### config.mk
export PLATFORM = sky130hd
export DESIGN_NAME = spi_slave_core
export DESIGN_NICKNAME = d
export VERILOG_FILES = /design/src/rtl/spi_slave_core.sv
export SDC_FILE = /design/constraint.sdc
export NUM_CORES = 1
export LEC_CHECK = 0
export ABC_AREA = 1
export CAP_MARGIN = 10
export CORE_AREA = 2 2 105 107
export CTS_CLUSTER_SIZE = 10
export DETAILED_ROUTE_END_ITERATION = 12
export DIE_AREA = 0 0 107 109
export PLACE_DENSITY = 0.57
export SYNTH_ARGS = -nofsm -noshare
export SYNTH_HDL_FRONTEND = slang
export SYNTH_SLANG_ARGS = --single-unit
### constraint.sdc
create_clock -name clk -period 2.7 [get_ports clk]
set_input_delay 0.81 -clock clk [delete_from_list [all_inputs] [get_ports clk]]
set_output_delay 0.81 -clock clk [all_outputs]
set_load 0.01 [all_outputs]
### src/rtl/spi_slave_core.sv
// System-clocked SPI slave: oversamples sck/ss_n/mosi, supports all CPOL/CPHA modes,
// full-duplex with a one-word TX buffer, framing-error pulse and received-word counter.
module spi_slave_core #(
    parameter int unsigned WIDTH       = 8,
    parameter int unsigned CPOL        = 0,
    parameter int unsigned CPHA        = 0,
    parameter int unsigned SYNC_STAGES = 2,
    parameter int unsigned CNT_W       = 16
) (
    input  logic             clk,
    input  logic             rst,
    input  logic             sck,
    input  logic             ss_n,
    input  logic             mosi,
    output logic             miso,
    input  logic [WIDTH-1:0] tx_data,
    input  logic             tx_load,
    output logic             tx_empty,
    output logic [WIDTH-1:0] rx_data,
    output logic             rx_valid,
    output logic             frame_err,
    output logic [CNT_W-1:0] word_cnt
);

    localparam int unsigned BIT_W        = $clog2(WIDTH + 1);
    localparam logic        IDLE_LVL     = 1'(CPOL);
    localparam logic        SAMPLE_TRAIL = (CPHA != 0);

    typedef enum logic [1:0] {WAIT_IDLE, IDLE, ACTIVE} state_t;

    state_t           state, state_n;
    logic [SYNC_STAGES-1:0] sck_pipe, ss_pipe, mosi_pipe;
    logic             sck_d, ss_d;
    logic             sck_s, ss_s, mosi_s;
    logic             sck_edge, lead_edge, trail_edge, sample_edge, shift_edge;
    logic             ss_fall, ss_rise;
    logic [BIT_W-1:0] bit_cnt, bit_cnt_n;
    logic [WIDTH-1:0] shift_tx, shift_tx_n, shift_rx, shift_rx_n;
    logic [WIDTH-1:0] tx_buf, tx_buf_n, rx_data_n, rx_word, reload_value;
    logic [CNT_W-1:0] word_cnt_n;
    logic             tx_empty_n, rx_valid_n, frame_err_n, miso_n, reload;

    assign sck_s  = sck_pipe[SYNC_STAGES-1];
    assign ss_s   = ss_pipe[SYNC_STAGES-1];
    assign mosi_s = mosi_pipe[SYNC_STAGES-1];

    assign sck_edge    = sck_s ^ sck_d;
    assign lead_edge   = sck_edge & (sck_d == IDLE_LVL);
    assign trail_edge  = sck_edge & (sck_s == IDLE_LVL);
    assign sample_edge = SAMPLE_TRAIL ? trail_edge : lead_edge;
    assign shift_edge  = SAMPLE_TRAIL ? lead_edge : trail_edge;
    assign ss_fall     = ss_d & ~ss_s;
    assign ss_rise     = ~ss_d & ss_s;

    assign rx_word      = {shift_rx[WIDTH-2:0], mosi_s};
    assign reload_value = tx_load ? tx_data : tx_buf;

    // ss pipe resets to "selected" so a frame in flight at reset must be released first
    always_ff @(posedge clk or posedge rst) begin
        if (rst) begin
            sck_pipe  <= {SYNC_STAGES{IDLE_LVL}};
            ss_pipe   <= '0;
            mosi_pipe <= '0;
            sck_d     <= IDLE_LVL;
            ss_d      <= 1'b0;
        end else begin
            sck_pipe  <= {sck_pipe[SYNC_STAGES-2:0], sck};
            ss_pipe   <= {ss_pipe[SYNC_STAGES-2:0], ss_n};
            mosi_pipe <= {mosi_pipe[SYNC_STAGES-2:0], mosi};
            sck_d     <= sck_s;
            ss_d      <= ss_s;
        end
    end

    always_comb begin
        state_n     = state;
        bit_cnt_n   = bit_cnt;
        shift_tx_n  = shift_tx;
        shift_rx_n  = shift_rx;
        tx_buf_n    = tx_buf;
        tx_empty_n  = tx_empty;
        rx_data_n   = rx_data;
        rx_valid_n  = 1'b0;
        frame_err_n = 1'b0;
        word_cnt_n  = word_cnt;
        reload      = 1'b0;

        if (tx_load) begin
            tx_buf_n   = tx_data;
            tx_empty_n = 1'b0;
        end

        unique case (state)
            WAIT_IDLE: if (ss_s) state_n = IDLE;
            IDLE: begin
                bit_cnt_n = '0;
                if (ss_fall) begin
                    state_n = ACTIVE;
                    reload  = 1'b1;
                end
            end
            ACTIVE: if (ss_rise) begin
                state_n     = IDLE;
                bit_cnt_n   = '0;
                frame_err_n = (bit_cnt != '0);
            end
            default: state_n = WAIT_IDLE;
        endcase

        // SCK edges are honoured in the same cycle an SS fall starts the frame
        if (state_n == ACTIVE) begin
            // bit_cnt==0 means the MSB is already presented; do not shift it away
            if (shift_edge && bit_cnt != '0)
                shift_tx_n = shift_tx << 1;
            if (sample_edge) begin
                shift_rx_n = rx_word;
                if (bit_cnt == BIT_W'(WIDTH - 1)) begin
                    bit_cnt_n  = '0;
                    rx_data_n  = rx_word;
                    rx_valid_n = 1'b1;
                    word_cnt_n = word_cnt + CNT_W'(1);
                    reload     = 1'b1;
                end else begin
                    bit_cnt_n = bit_cnt + BIT_W'(1);
                end
            end
        end

        if (reload) begin
            shift_tx_n = reload_value;
            tx_empty_n = 1'b1;
        end

        miso_n = (state_n == ACTIVE) ? shift_tx_n[WIDTH-1] : 1'b0;
    end

    always_ff @(posedge clk or posedge rst) begin
        if (rst) begin
            state     <= WAIT_IDLE;
            bit_cnt   <= '0;
            shift_tx  <= '0;
            shift_rx  <= '0;
            tx_buf    <= '0;
            tx_empty  <= 1'b1;
            rx_data   <= '0;
            rx_valid  <= 1'b0;
            frame_err <= 1'b0;
            word_cnt  <= '0;
            miso      <= 1'b0;
        end else begin
            state     <= state_n;
            bit_cnt   <= bit_cnt_n;
            shift_tx  <= shift_tx_n;
            shift_rx  <= shift_rx_n;
            tx_buf    <= tx_buf_n;
            tx_empty  <= tx_empty_n;
            rx_data   <= rx_data_n;
            rx_valid  <= rx_valid_n;
            frame_err <= frame_err_n;
            word_cnt  <= word_cnt_n;
            miso      <= miso_n;
        end
    end

endmodule

# Yosys cells after proc, flatten, opt, wreduce, memory -nomap -nowiden
# Cells that the tools add are included.
# totals
word_cells,67
mem_bits_rw,0
inputBits,14
output_inout_bits,28
reg_bits,65
latch_bits,0
romBits,0
mem_count,0
# classes
n_mux,26
div_mod_pow,0
bitwise_logic,9
shift,0
addsub,2
n_eq_ne,4
n_reduce_logical,9
magnitude_cmp,0
n_mul,0
# op_table
operator,count
8-bit 2-to-1 mux,4
16-bit by 1-bit adder with 16-bit output (second input constant),1
4-bit 2-to-1 mux,4
1-bit 2-to-1 mux,13
4-bit case mux with 2 select lines,1
2-bit 2-to-1 mux,3
2-bit case mux with 3 select lines,1
2-bit nonzero test,3
4-bit by 1-bit adder with 4-bit output (second input constant),1
1-bit bitwise AND,4
2-bit equality test (second input constant),2
4-bit by 3-bit equality test with 1-bit output (second input constant),1
1-bit NOT,4
2-bit AND reduction,2
4-bit nonzero test,1
3-bit AND reduction,1
2-bit by 1-bit equality test with 1-bit output (second input constant),1
2-bit logical NOT,1
1-bit logical AND,1
1-bit XOR,1

# Longest topological paths before layout
# depth
depth_word,9
ltp_mapped,12
ltp_nobuf,11

# Worst setup path before layout
# No wires, ideal clock.
# synth_path
path_type,register to register
startpoint,register state[1]
endpoint,register word_cnt[6]
synth_period_minus_slack_ps,1686
t_arrival_ps,1563
t_required_ps,2577
setup_slack_ps,1014
n_path_buf,1
stages_incl_launch_ff,12
setup_time_ps,123
cell_sequence,dfrtp_1 > inv_1 > ha_1 > nand3_1 > nand2_2 > nand2_4 > nor2_8 > nand3_4 > buf_12 > inv_12 > nand2_4 > xor2_2
# synth_between
elab_chain_len,4
word_cells_on_any_way,9
cone_classes,eq/ne (3); mux (4); reduce/logical (2)
# synth_lines
item,line,text
start: declaration,31,"state_t state, state_n;"
start signal: assignment,151,state <= state_n;
2-bit equality test (tied with other cells),93,unique case (state)
2-bit case mux with 3 select lines (*),93,
net state_n[1],31,
2-bit equality test (*),111,if (state_n == ACTIVE) begin
3-bit AND reduction (no line) (*),--,
end signal: assignment,160,word_cnt <= word_cnt_n;
end: declaration,22,output logic [CNT_W-1:0] word_cnt
# The timed path passes the listed nets; every way through them passes the cells marked *.
# A chain may end at the register's enable or synchronous reset.

# Final worst setup path
# layout_path
startpoint,register tx_empty
endpoint,output tx_empty
# layout_lines
item,line,text
start: declaration,18,"output logic tx_empty,"
start signal: assignment,156,tx_empty <= tx_empty_n;
# No word-level cell between the ends.

==> metrics.csv <==
stage,metric,value,unit
clock_network,Clock Path Buffers,2,
floorplanning,Rows,38,
yosys,top cell type's share of synthesized area,51.4,%
pwr,Cell Pwr Density,660,nW/um^2
critical_path,endpoint class of the critical path,output pin,
yosys,"Primary FF master, synth",dfrtp_1,
clock_network,Sink Count,65,
clock_network,CTS buffer count,9,
global_route,GRT overflow,0,
route,final WL,6220,um
flow_run,Max Cap Viol,0,
sta,Slew headroom,72.6,%
clock_network,H-tree Lvls,3,
critical_path,element type at the critical path start,flop,
global_route,initial antenna violation count,0,
finish,area taken by multi-input logic gates,1290,um^2
yosys,Mean Syn Cell Area,10.0,um^2
floorplanning,Initial Util,29.4,%
pwr,static leakage power,1.79,nW
clock_network,Post-CTS Resized,0,
placement,placed cell count,492,
critical_path,Critical Path RT,1.89,ns
global_route,first-pass GRT wire length,10700,um
yosys,Synth warnings,0,
sta,Worst Skew,0.00844,ns
sta,total count of max-transition violations in the final report,0,
critical_path,CP Max Fanout,2,
yosys,ys async rst share,100,%
floorplanning,die width,107,um
placement,port bufs,41,
clock_network,clock latency at the later pin of the worst-skew pair,0.34,ns
sta,TNS Setup,0,ns
pwr,Peak VDD IR,0.248,mV
floorplanning,core outline area,10600,um^2
clock_network,Post-CTS Setup Bufs,0,
route,# DRC,0,
route,Post-DRT Antenna Nets,0,
critical_path,CP bufs+invs,1,
clock_network,Clock Tree Root,clkbuf_8,
yosys,top-count cell post-synth,nand2_1,
finish,FF+latch area,1630,um^2
placement,routability cong.,0.759,
yosys,synthesized cell area,3110,um^2
finish,Antenna Cells,0,
sta,Achievable Freq,455,MHz
critical_path,Crit-path slowest cell,dfstp_2,
sta,final setup fails,0,
finish,Fill cells,1089,
pwr,total power,2.58,mW
yosys,commonest cells in the netlist,"nand2_1, dfrtp_1, inv_1",
clock_network,TritonCTS clock tree,built,
route,vias post-DR,2186,
sta,unrepaired setup endpoints after global routing,false,
route,DR vias/cell,4.30,
critical_path,Worst Path Arrival,1.39,ns
sta,worst hold slack,0.350,ns
route,DR pass1 iterations,4,
yosys,Yosys cell types,33,
floorplanning,Die Area,11700,um^2
critical_path,Crit path max-delay family,flip-flops,
placement,post-DP HPWL,4460,um
critical_path,crit-path cells,clkdlybuf4s50_1,
run_status,status,completed,
clock_network,"CTS clk-pin slew, worst paths",0.07,ns
critical_path,"slowest stage delay, CP",0.53,ns
finish,synthesis-to-finish area growth,25.6,%
clock_network,Hold Buf Count CTS,0,
sta,Final Hold Fails,0,
yosys,Syn Inst Count,311,
yosys,"EDFF count, synth",0,
finish,Final Net Count,385,
global_route,largest net degree at the start of global routing,23,
yosys,Mapped Nets,333,
yosys,Synth Register Bits,65,
route,WL/cell,12.2,um
hold_path,worst min-delay path category,reg2reg,
critical_path,kind of critical path,reg2out,
finish,non-filler instance count after layout,508,
route,1st-iter DRT viols,87,
finish,layout cells sized above 1,19.3,%
sta,Tcrit/Tclk final,81.4,%
yosys,register area share after synthesis,52.3,%
sta,Worst-Margin Slew,0.408,ns
floorplanning,DIE HEIGHT,109,um
finish,final core occ,36.9,%
yosys,top cell type by total area after synthesis,dfrtp_1,
global_route,Total GRT Usage,11.8,%
global_route,vias in the first global route,2244,
sta,Tmin final,2.20,ns
yosys,top area cells in the synthesized netlist,"dfrtp_1, nand2_1, nand3_1",
floorplanning,# IOs,42,
## sequential cells by signal, indices dropped and copies added (netlist names)
| name | flops |
|---|---|
| tx_empty | 1 |
| shift_tx | 8 |
| tx_buf | 8 |
| ss_pipe | 2 |
| rx_data | 8 |
| frame_err | 1 |
| word_cnt | 16 |
| bit_cnt | 4 |
| rx_valid | 1 |
| shift_rx | 7 |
| state | 2 |
| ss_d | 1 |
| miso | 1 |
| sck_d | 1 |
| sck_pipe | 2 |
| mosi_pipe | 2 |
## metal layers
metal	track usage, %	routed length (um)	vias up
met5	0	0	-
met4	4.73	62	0
met3	3.83	273	9
met2	19.4	3030	41
met1	14.5	2860	1028
li1	-	-	1108
## cell families after synthesis
logic type               share of synthesized area, %
AO/OA/AOI/OAI                                    5.23
XOR/XNOR                                         3.82
flip-flops                                       52.3
adder cells (fa/ha/maj)                          3.22
AND/OR/NAND/NOR                                  26.2
multiplexers                                     2.89
buffers and inverters                            6.31
## worst paths after layout
check / from / to / slack (ns) / depth (start not counted)
worst max-delay path: tx_empty / tx_empty / 0.50 / 1
min in group asynchronous: rst / frame_err / 0.78 / 2
max in group asynchronous: rst / rx_data[0] / 1.34 / 3
worst min register to register: sck_pipe[0] / sck_pipe[1] / 0.35 / 0
worst max register to register: state[1] / miso / 0.62 / 10
worst min-delay path: sck_pipe[0] / sck_pipe[1] / 0.35 / 0
## layout make-up
type                            instances  area share (%)
Timing Repair Buffer                   45            11.6
Sequential cell                        65            41.6
Multi-Input combinational cell        207            33.0
Clock buffer                            9            3.17
Clock inverter                          7            2.43
Inverter                               35            3.74
Tap cell                              140            4.48
## cells in the final DEF (no fill, tap or decap), drive strengths merged, types with 3 or more instances in the layout
master	n
a21oi	3
buf	4
clkbuf	9
clkdlybuf4s50	41
clkinvlp	4
dfrtp	64
ha	8
inv	35
mux2	8
nand2	93
nand3	26
nand4	10
nor2	19
nor3	6
o21ai	19
xnor2	5
xor2	6
## through the flow
step | instance area, um^2 | setup WS [ns]
after floorplan | 3110 | 0.265
after global placement | 3690 | 0.493
after detailed placement | 3690 | 0.462
after CTS | 3910 | 0.475
after global routing | 3910 | 0.439
final | 3910 | 0.502
## power breakdown
group | internal, mW | total [mW] | switching [mW]
Combinational | 0.187 | 0.511 | 0.325
Clock | 0.517 | 0.911 | 0.393
Sequential | 1.09 | 1.16 | 0.0664
(Power assumes the default switching activity.)
